## src/rtl/alu_arbiter.sv

```systemverilog
// Round-robin arbiter that shares one combinational ALU between NUM_REQ
// requesters and registers the result into a valid/ready response slot that
// is tagged with the owning requester's index.
//
// Ports:
//   clk_i, rst_i          clock, synchronous active-high reset
//   req_valid_i/ready_o   per-requester handshake (at most one ready bit high)
//   req_a_i/b_i           packed operands, requester k at [k*DATA_WIDTH +: DATA_WIDTH]
//   req_ctl_i/shamt_i     packed ALU op (4b) and shift amount (5b) per requester
//   alu_*_o, alu_result_i drive to / result from the external combinational ALU
//   rsp_valid_o/ready_i   response handshake
//   rsp_id_o              index of the requester owning the response
//   rsp_result_o/zero_o   captured result and its all-bits-zero flag
module alu_arbiter #(
  parameter int unsigned DATA_WIDTH = 32,
  parameter int unsigned NUM_REQ    = 2,
  parameter int unsigned ID_W       = (NUM_REQ > 1) ? $clog2(NUM_REQ) : 1,
  parameter logic [3:0]  ALU_ADD    = 4'h0
) (
  input  logic                          clk_i,
  input  logic                          rst_i,
  input  logic [NUM_REQ-1:0]            req_valid_i,
  output logic [NUM_REQ-1:0]            req_ready_o,
  input  logic [NUM_REQ*DATA_WIDTH-1:0] req_a_i,
  input  logic [NUM_REQ*DATA_WIDTH-1:0] req_b_i,
  input  logic [NUM_REQ*4-1:0]          req_ctl_i,
  input  logic [NUM_REQ*5-1:0]          req_shamt_i,
  output logic [DATA_WIDTH-1:0]         alu_a_o,
  output logic [DATA_WIDTH-1:0]         alu_b_o,
  output logic [3:0]                    alu_ctl_o,
  output logic [4:0]                    alu_shamt_o,
  input  logic [DATA_WIDTH-1:0]         alu_result_i,
  output logic                          rsp_valid_o,
  input  logic                          rsp_ready_i,
  output logic [ID_W-1:0]               rsp_id_o,
  output logic [DATA_WIDTH-1:0]         rsp_result_o,
  output logic                          rsp_zero_o
);

  localparam int unsigned CTL_W   = 4;
  localparam int unsigned SHAMT_W = 5;
  localparam logic [ID_W-1:0] PTR_RST = ID_W'(NUM_REQ - 1);

  logic [ID_W-1:0] ptr;
  logic [ID_W-1:0] gnt_idx;
  logic            gnt_found;
  logic            adv;
  logic            fire;

  // First valid requester after the last-granted one, wrapping modulo NUM_REQ.
  always_comb begin : grant_search
    logic [ID_W-1:0] cand;
    gnt_found = 1'b0;
    gnt_idx   = '0;
    cand      = '0;
    for (int unsigned i = 1; i <= NUM_REQ; i++) begin
      cand = ID_W'((32'(ptr) + i) % NUM_REQ);
      if (!gnt_found && req_valid_i[cand]) begin
        gnt_found = 1'b1;
        gnt_idx   = cand;
      end
    end
  end

  // The response slot can take a new result when empty or draining this cycle.
  assign adv  = !rsp_valid_o || rsp_ready_i;
  assign fire = gnt_found && adv && !rst_i;

  always_comb begin : ready_decode
    req_ready_o = '0;
    if (fire) begin
      req_ready_o[gnt_idx] = 1'b1;
    end
  end

  // ALU follows the grant even when stalled, so the result is ready on resume.
  always_comb begin : alu_drive
    alu_a_o     = '0;
    alu_b_o     = '0;
    alu_ctl_o   = ALU_ADD;
    alu_shamt_o = '0;
    if (gnt_found) begin
      alu_a_o     = req_a_i[32'(gnt_idx)*DATA_WIDTH +: DATA_WIDTH];
      alu_b_o     = req_b_i[32'(gnt_idx)*DATA_WIDTH +: DATA_WIDTH];
      alu_ctl_o   = req_ctl_i[32'(gnt_idx)*CTL_W +: CTL_W];
      alu_shamt_o = req_shamt_i[32'(gnt_idx)*SHAMT_W +: SHAMT_W];
    end
  end

  // Response register and round-robin pointer; pointer moves only on accept.
  always_ff @(posedge clk_i) begin
    if (rst_i) begin
      rsp_valid_o  <= 1'b0;
      rsp_id_o     <= '0;
      rsp_result_o <= '0;
      rsp_zero_o   <= 1'b0;
      ptr          <= PTR_RST;
    end else if (fire) begin
      rsp_valid_o  <= 1'b1;
      rsp_id_o     <= gnt_idx;
      rsp_result_o <= alu_result_i;
      rsp_zero_o   <= (alu_result_i == '0);
      ptr          <= gnt_idx;
    end else if (rsp_valid_o && rsp_ready_i) begin
      rsp_valid_o  <= 1'b0;
    end
  end

endmodule

```

## config.mk

```make
export PLATFORM = sky130hd
export DESIGN_NAME = alu_arbiter
export DESIGN_NICKNAME = d
export VERILOG_FILES = /design/src/rtl/alu_arbiter.sv
export SDC_FILE = /design/constraint.sdc
export NUM_CORES = 1
export LEC_CHECK = 0
export BUFFER_PORTS_ARGS = -buffer_cell sky130_fd_sc_hd__buf_4
export CAP_MARGIN = 25
export CORE_AREA = 2 2 114 116
export DETAILED_ROUTE_END_ITERATION = 10
export DIE_AREA = 0 0 116 118
export GPL_ROUTABILITY_DRIVEN = 0
export GPL_TIMING_DRIVEN = 1
export PLACE_DENSITY = 0.62
export SETUP_SLACK_MARGIN = 0.5
export SLEW_MARGIN = 20
export SYNTH_ARGS = -nofsm -noshare
export SYNTH_HDL_FRONTEND = slang
export SYNTH_SLANG_ARGS = --single-unit
```

## constraint.sdc

```tcl
create_clock -name clk_i -period 1.1 [get_ports clk_i]
set_input_delay 0.11 -clock clk_i [delete_from_list [all_inputs] [get_ports clk_i]]
set_output_delay 0.11 -clock clk_i [all_outputs]
set_load 0.02 [all_outputs]
```

==> results of run 1 <==
[cells in the final DEF (no fill, tap or decap)]
cell and n:
sky130_fd_sc_hd__nand3_4 1, sky130_fd_sc_hd__a21oi_2 11, sky130_fd_sc_hd__dfxtp_4 1, sky130_fd_sc_hd__buf_16 4, sky130_fd_sc_hd__nand2b_4 1, sky130_fd_sc_hd__nor3b_4 1, sky130_fd_sc_hd__nand3b_1 1, sky130_fd_sc_hd__o21ai_0 1
sky130_fd_sc_hd__o21ai_4 25, sky130_fd_sc_hd__o41ai_2 1, sky130_fd_sc_hd__o21ai_1 1, sky130_fd_sc_hd__nand2_4 2, sky130_fd_sc_hd__a21oi_1 23, sky130_fd_sc_hd__buf_4 250, sky130_fd_sc_hd__clkbuf_16 6, sky130_fd_sc_hd__and2b_4 1
sky130_fd_sc_hd__buf_12 17, sky130_fd_sc_hd__clkbuf_1 2, sky130_fd_sc_hd__o21ai_2 81, sky130_fd_sc_hd__or2_1 1, sky130_fd_sc_hd__nand3_1 30, sky130_fd_sc_hd__a21boi_4 1, sky130_fd_sc_hd__clkinv_2 1, sky130_fd_sc_hd__dfxtp_2 35
sky130_fd_sc_hd__nand2_1 130, sky130_fd_sc_hd__buf_6 98, sky130_fd_sc_hd__nand3_2 2, sky130_fd_sc_hd__nor2_2 1, sky130_fd_sc_hd__nor2b_1 1, sky130_fd_sc_hd__nor4_1 8, sky130_fd_sc_hd__nand4_1 2, sky130_fd_sc_hd__nor3_4 1
sky130_fd_sc_hd__nand2_2 15
[through the flow]
| step | utilization | cells | TNS, ns |
|---|---|---|---|
| finish | 0.555 | 928 | -36.93 |
| global placement | 0.459 | 885 | -13.86 |
| global route | 0.555 | 928 | -43.94 |
| floorplan | - | 420 | -1.62 |
| detailed placement | 0.459 | 885 | -15.40 |
| CTS | 0.527 | 916 | -37.29 |
[metal layers]
layer / routed length, um / share of wire / global-route usage / up-vias
met5: 0 / 0 / 0 / -
met4: 243 / 0.017 / 0.0640 / 0
met3: 1380 / 0.095 / 0.0566 / 19
met2: 7860 / 0.54 / 0.370 / 213
met1: 5060 / 0.35 / 0.207 / 2033
li1: - / - / - / 2117
[what timing repair did]
| item | CTS | global route |
|---|---|---|
| endpoints found under the setup margin | 146 | 146 |
| hold buffers | 0 | 0 |
| setup buffers | 19 | 11 |
| cloned | 4 | 1 |
| gates resized for setup | 142 | 63 |
| pin swaps | 1 | 7 |
[layout make-up]
type | instances | area share
Clock buffer | 7 | 0.0193
Timing Repair Buffer | 370 | 0.502
Sequential cell | 36 | 0.112
Clock inverter | 1 | 0.000726
Multi-Input combinational cell | 342 | 0.336
Tap cell | 172 | 0.0312
[kinds of logic (layout without fill, tap and decap cells)]
logic type / count (synthesis) / count (layout) / synth area share
DFF: 36 / 36 / 0.287
and+or+nand+nor: 198 / 198 / 0.332
AOI/OAI and AO/OA: 144 / 144 / 0.297
buffers and inverters: 42 / 378 / 0.0842
[power by group through the flow]
| stage | clock network [uW] | registers (uW) | logic (uW) |
|---|---|---|---|
| 3_3_place_gp | 0 | 1460 | 2650 |
| 3_5_place_dp | 0 | 1470 | 2690 |
| 6_report | 1370 | 1490 | 3200 |
| 4_1_cts | 1390 | 1470 | 3040 |
| 2_1_floorplan | 0 | 1570 | 1220 |
| 5_1_grt | 1440 | 1490 | 3390 |
[Yosys cell counts, types with 2 or more instances]
| cell type | n | area share |
|---|---|---|
| sky130_fd_sc_hd__buf_2 | 19 | 0.038 |
| sky130_fd_sc_hd__clkbuf_2 | 3 | 0.0060 |
| sky130_fd_sc_hd__buf_1 | 2 | 0.0030 |
| sky130_fd_sc_hd__buf_6 | 2 | 0.0090 |
| sky130_fd_sc_hd__clkbuf_1 | 13 | 0.019 |
| sky130_fd_sc_hd__o21ai_0 | 95 | 0.19 |
| sky130_fd_sc_hd__o21ai_1 | 13 | 0.026 |
| sky130_fd_sc_hd__dfxtp_1 | 36 | 0.29 |
| sky130_fd_sc_hd__nor4_1 | 8 | 0.020 |
| sky130_fd_sc_hd__buf_4 | 3 | 0.0090 |
| sky130_fd_sc_hd__nand2_1 | 147 | 0.22 |
| sky130_fd_sc_hd__nand3_1 | 33 | 0.066 |
| sky130_fd_sc_hd__nand4_1 | 2 | 0.0050 |
| sky130_fd_sc_hd__a21oi_1 | 34 | 0.068 |
[worst min-delay path by stage]
stage	start	to	cells after the start
global route	alu_result_i[27]	rsp_result_o[27]	3
detailed placement	alu_result_i[0]	rsp_result_o[0]	3
finish	alu_result_i[30]	rsp_result_o[30]	3
CTS	alu_result_i[26]	rsp_result_o[26]	3
global placement	alu_result_i[27]	rsp_result_o[27]	3
floorplan	rst_i	rsp_zero_o	1
[sequential cells by signal (all words and copies together) (netlist names)]
register,cells
rsp_valid_o,1
rsp_zero_o,1
rsp_id_o,1
ptr,1
rsp_result_o,32
[worst register-to-register path: cells and delay by family (launching register included)]
kind	cells	cell delay, ns
AO/OA/AOI/OAI	2	0.18
buffers and inverters	3	0.40
flip-flops	1	0.36
AND/OR/NAND/NOR	1	0.22
==> metrics.txt, run 1 <==
Critical Path Slowest Stage Cell sky130_fd_sc_hd__dfxtp_2; iteration-0 DRC count of the detailed router 169; width of the die 116 um; antenna violations before repair 0; clock latency at the later pin of the worst-skew pair 0.28 ns; number of buffers added on ports 292; worst hold path type in2reg; gate family responsible for the most delay along the worst path buffers and inverters; total via count after detailed routing 4382; part of the total power dissipated in combinational logic 0.528; worst slew pin tran 0.492 ns; Detail Placement HPWL 10700 um; beginning of the critical path ptr; Reg-to-Reg Start rsp_valid_o; time the worst path needs with I/O delays and setup 1.59 ns; power density cells 879 mW/mm^2; data arrival at the endpoint of the critical path 1.48 ns; Post-Synthesis Net Count 603; static leakage 0.00316 uW; Filler Cells Inserted 1066; status complete, but fails checks; placed instance area 0.00569 mm^2; Core Region 0.0124 mm^2; failing checks negative setup slack; ratio of routed vias to standard cells 4.72; Layout Skew 0.00529 ns; Max IR drop VDD 0.961 mV; Cell variety after synth 24; Max Buffers Root-to-Sink 2; total area of sequential cells 768 um^2; CP max FO 15; Max Clock Freq 629 MHz; Worst setup SP type register; maximum number of pins on one net before global-route repair 50; overflow left after global routing 0; cells traversed along the worst timing path a21boi_4 > buf_12 > buf_12 > buf_4 > o21ai_4 > buf_4; FF-to-FF path depth 6; worst slew slack as a fraction of its limit 0.672; worst setup slack after placement -0.205 ns; die area 0.0137 mm^2; count of flip-flops with a built-in enable after synthesis 0; clock power share 0.227; library cell used as clock root buffer sky130_fd_sc_hd__clkbuf_16; clock edge transition at the registers on the reported setup and hold paths 0.06 ns; capture point of the critical path alu_a_o[5]; starting density of the core 0.202; Avg Synthesized Cell Area 5.98 um^2; # nets final 938; clock tree from TritonCTS built; H-tree depth 2; crit share post-route 1.45; area of the multi-input gates 0.00231 mm^2; count of clock tree sinks 36; relative contribution of sequential cells to total power 0.245; cell area after layout 0.00689 mm^2; antenna diode count 0; global-route wire length before repair 21800 um; endpoint of the most critical register-to-register path rsp_result_o[0]; Seq cells post-synth 36; layout overhead on the synthesized area 174%; antenna-violating nets left 0; final hold violation count 0; number of global-route vias before repair 4419; height of the chip 118 um; Final setup viols 110; endpoint class of the critical path output pin; Overall Power 6060 uW; cell count after synthesis 420; Most used DFF post-synth sky130_fd_sc_hd__dfxtp_1; count of pins on the block boundary 293; synthesized cell area 0.00251 mm^2; All-Layer GR Usage 0.198; category of the critical setup timing path reg2out; number of warning messages in the yosys log 0; fraction of layout instances using a drive strength above 1 0.735; internal portion of total power 3930 uW; total count of max-transition violations in the final report 0; share of flip-flops with an asynchronous set or reset 0; largest incremental delay on the critical path 0.33 ns; flop-to-flop setup slack -0.21 ns; Seq/Total Area, Yosys 0.287; total clock buffers created by CTS 5; wire length reported by the detailed router 14500 um; depth of the critical timing path with buffers and inverters included 6; NetSw 2130 uW; hold slack 0.0909 ns; final critical-path setup slack -0.491 ns; count of unresolved DRC violations after routing 0; critical path required time 0.99 ns; routed length per instance 15.7 um; setup repair after global routing missed its margin true; number of search-and-repair iterations in the first detailed-routing pass 4; proportion of total power due to net switching 0.351; number of placement rows 41; Maximum Capacitance Violations 0; combined buffer and inverter count along the critical path 4
(Power assumes the default switching activity.)
==> inputs of run 2 (changes only) <==
SETUP_SLACK_MARGIN = unset   (was 0.5)
clock period = 1.3 ns   (was 1.1 ns; I/O delays follow)
==> run 2 against run 1 <==
  * The flow still finishes with violations (negative setup slack)
  * Core utilization shrank 13 points
  * Power shrank 29%
  * First-iteration DRC count shrank 3.0%
  * Routed wire length shrank 11%
  * Sequential cell count is the same
  * Clock power shrank 18%
  * Die area is the same
  * Sequential power shrank 18%
  * Setup slack gained 0.21 ns
  * Via count shrank 8.4%
  * Largest cell class unchanged
  * Largest power group unchanged
==> metrics.txt, run 2 (same netlist as run 1, synthesis figures left out) <==
status complete, but fails checks; failing checks negative setup slack; Core Region 0.0124 mm^2; final critical-path setup slack -0.285 ns; worst slew pin tran 0.461 ns; clock latency at the later pin of the worst-skew pair 0.27 ns; CP max FO 35; clock power share 0.260; Max Clock Freq 631 MHz; total count of max-transition violations in the final report 0; maximum number of pins on one net before global-route repair 40; leading cell types in the layout, fill and taps excluded sky130_fd_sc_hd__buf_4, sky130_fd_sc_hd__nand2_1, sky130_fd_sc_hd__o21ai_0; H-tree depth 2; die area 0.0137 mm^2; Final setup viols 75; # nets final 890; number of placement rows 41; Max Buffers Root-to-Sink 2; Detail Placement HPWL 10500 um; part of the total power dissipated in combinational logic 0.456; antenna-violating nets left 0; wire length reported by the detailed router 12900 um; critical path required time 1.17 ns; power density cells 823 mW/mm^2; All-Layer GR Usage 0.172; setup repair after global routing missed its margin true; worst slew slack as a fraction of its limit 0.692; worst hold path type in2reg; Maximum Capacitance Violations 0; NetSw 1460 uW; Worst setup SP type register; hold slack 0.128 ns; Layout Skew 0.00174 ns; library cell used as clock root buffer sky130_fd_sc_hd__clkbuf_16; number of buffers added on ports 292; crit share post-route 1.22; number of search-and-repair iterations in the first detailed-routing pass 4; final core occ 0.421; time the worst path needs with I/O delays and setup 1.58 ns; layout overhead on the synthesized area 108%; data arrival at the endpoint of the critical path 1.45 ns; leading cell type in the layout, fill and taps excluded sky130_fd_sc_hd__buf_4; register with the most flip-flops rsp_result_o; Max IR drop VDD 0.664 mV; antenna violations before repair 0; Largest register FFs 32; relative contribution of sequential cells to total power 0.284; antenna diode count 0; ratio of routed vias to standard cells 4.57; starting density of the core 0.202; category of the critical setup timing path reg2out; fraction of layout instances using a drive strength above 1 0.478; height of the chip 118 um; clock edge transition at the registers on the reported setup and hold paths 0.05 ns; proportion of total power due to net switching 0.338; width of the die 116 um; count of unresolved DRC violations after routing 0; overflow left after global routing 0; internal portion of total power 2850 uW; clock tree from TritonCTS built; count of clock tree sinks 36; total clock buffers created by CTS 5; global-route wire length before repair 18800 um; routed length per instance 14.7 um; number of global-route vias before repair 3654; count of pins on the block boundary 293; iteration-0 DRC count of the detailed router 164; final hold violation count 0; static leakage 0.00257 uW; total via count after detailed routing 4015; endpoint class of the critical path output pin
-- run 2: changes by cell type in the layout (fill, tap and decap cells not counted), sizes merged --
cell,previous run,this run
clkbuf,8,6
buf,369,322
-- run 2: path summary, 6_finish.rpt --
check / from / to / slack (ns) / depth (start not counted)
max: ptr / alu_b_o[4] / -0.28 / 6
min: alu_result_i[23] / rsp_result_o[23] / 0.13 / 3
min reg2reg: rsp_result_o[30] / rsp_result_o[30] / 0.48 / 2
max reg2reg: rsp_valid_o / rsp_result_o[10] / 0.09 / 4
-- run 2: critical path, stage by stage (launching register included) --
cell	delay, ns
sky130_fd_sc_hd__dfxtp_2	0.33
sky130_fd_sc_hd__a21boi_4	0.16
sky130_fd_sc_hd__buf_12	0.18
sky130_fd_sc_hd__buf_16	0.18
sky130_fd_sc_hd__nand2_1	0.08
sky130_fd_sc_hd__o21ai_0	0.08
sky130_fd_sc_hd__buf_4	0.17
-- run 2: final cells by class --
| cell class | instances | area [um^2] |
|---|---|---|
| Multi-Input combinational cell | 342 | 1620 |
| Timing Repair Buffer | 322 | 2540 |
| Clock inverter | 1 | 5.00 |
| Clock buffer | 6 | 129 |
| Fill cell | 1311 | 7190 |
| Tap cell | 172 | 215 |
| Sequential cell | 36 | 722 |
-- run 2: metrics by stage --
| step | setup TNS [ns] | total power [uW] | setup WS [ns] | cell area (um^2) | instances |
|---|---|---|---|---|---|
| after detailed placement | -0.0728 | 3160 | -0.0250 | 4990 | 869 |
| after floorplan | -0.385 | 2080 | -0.0642 | 2520 | 420 |
| after CTS | -18.27 | 4320 | -0.282 | 5180 | 878 |
| after global routing | -23.55 | 4530 | -0.361 | 5220 | 879 |
| final | -17.44 | 4300 | -0.285 | 5220 | 879 |
| after global placement | 0 | 3130 | 0.00682 | 4990 | 869 |
-- run 2: what timing repair did --
| action | CTS | global route |
|---|---|---|
| setup endpoints to repair | 75 | 93 |
| buffers inserted | 1 | 1 |
| gates cloned | 1 | 0 |
| gates resized for setup | 12 | 13 |
| pin swaps | 1 | 0 |
| hold buffers | 0 | 0 |
-- run 2: power groups by stage --
stage,registers [uW],clock network [uW],logic (uW)
after detailed placement,1240,0,1920
after CTS,1220,1150,1950
after global placement,1240,0,1900
final,1220,1120,1960
after global routing,1230,1190,2100
after floorplan,1320,0,761
-- run 2: layer usage --
layer	global-route usage	share of wire	vias up
met3	0.0433	0.089	8
li1	-	-	2004
met5	0	0	-
met2	0.314	0.52	173
met4	0.0320	0.010	0
met1	0.203	0.39	1830
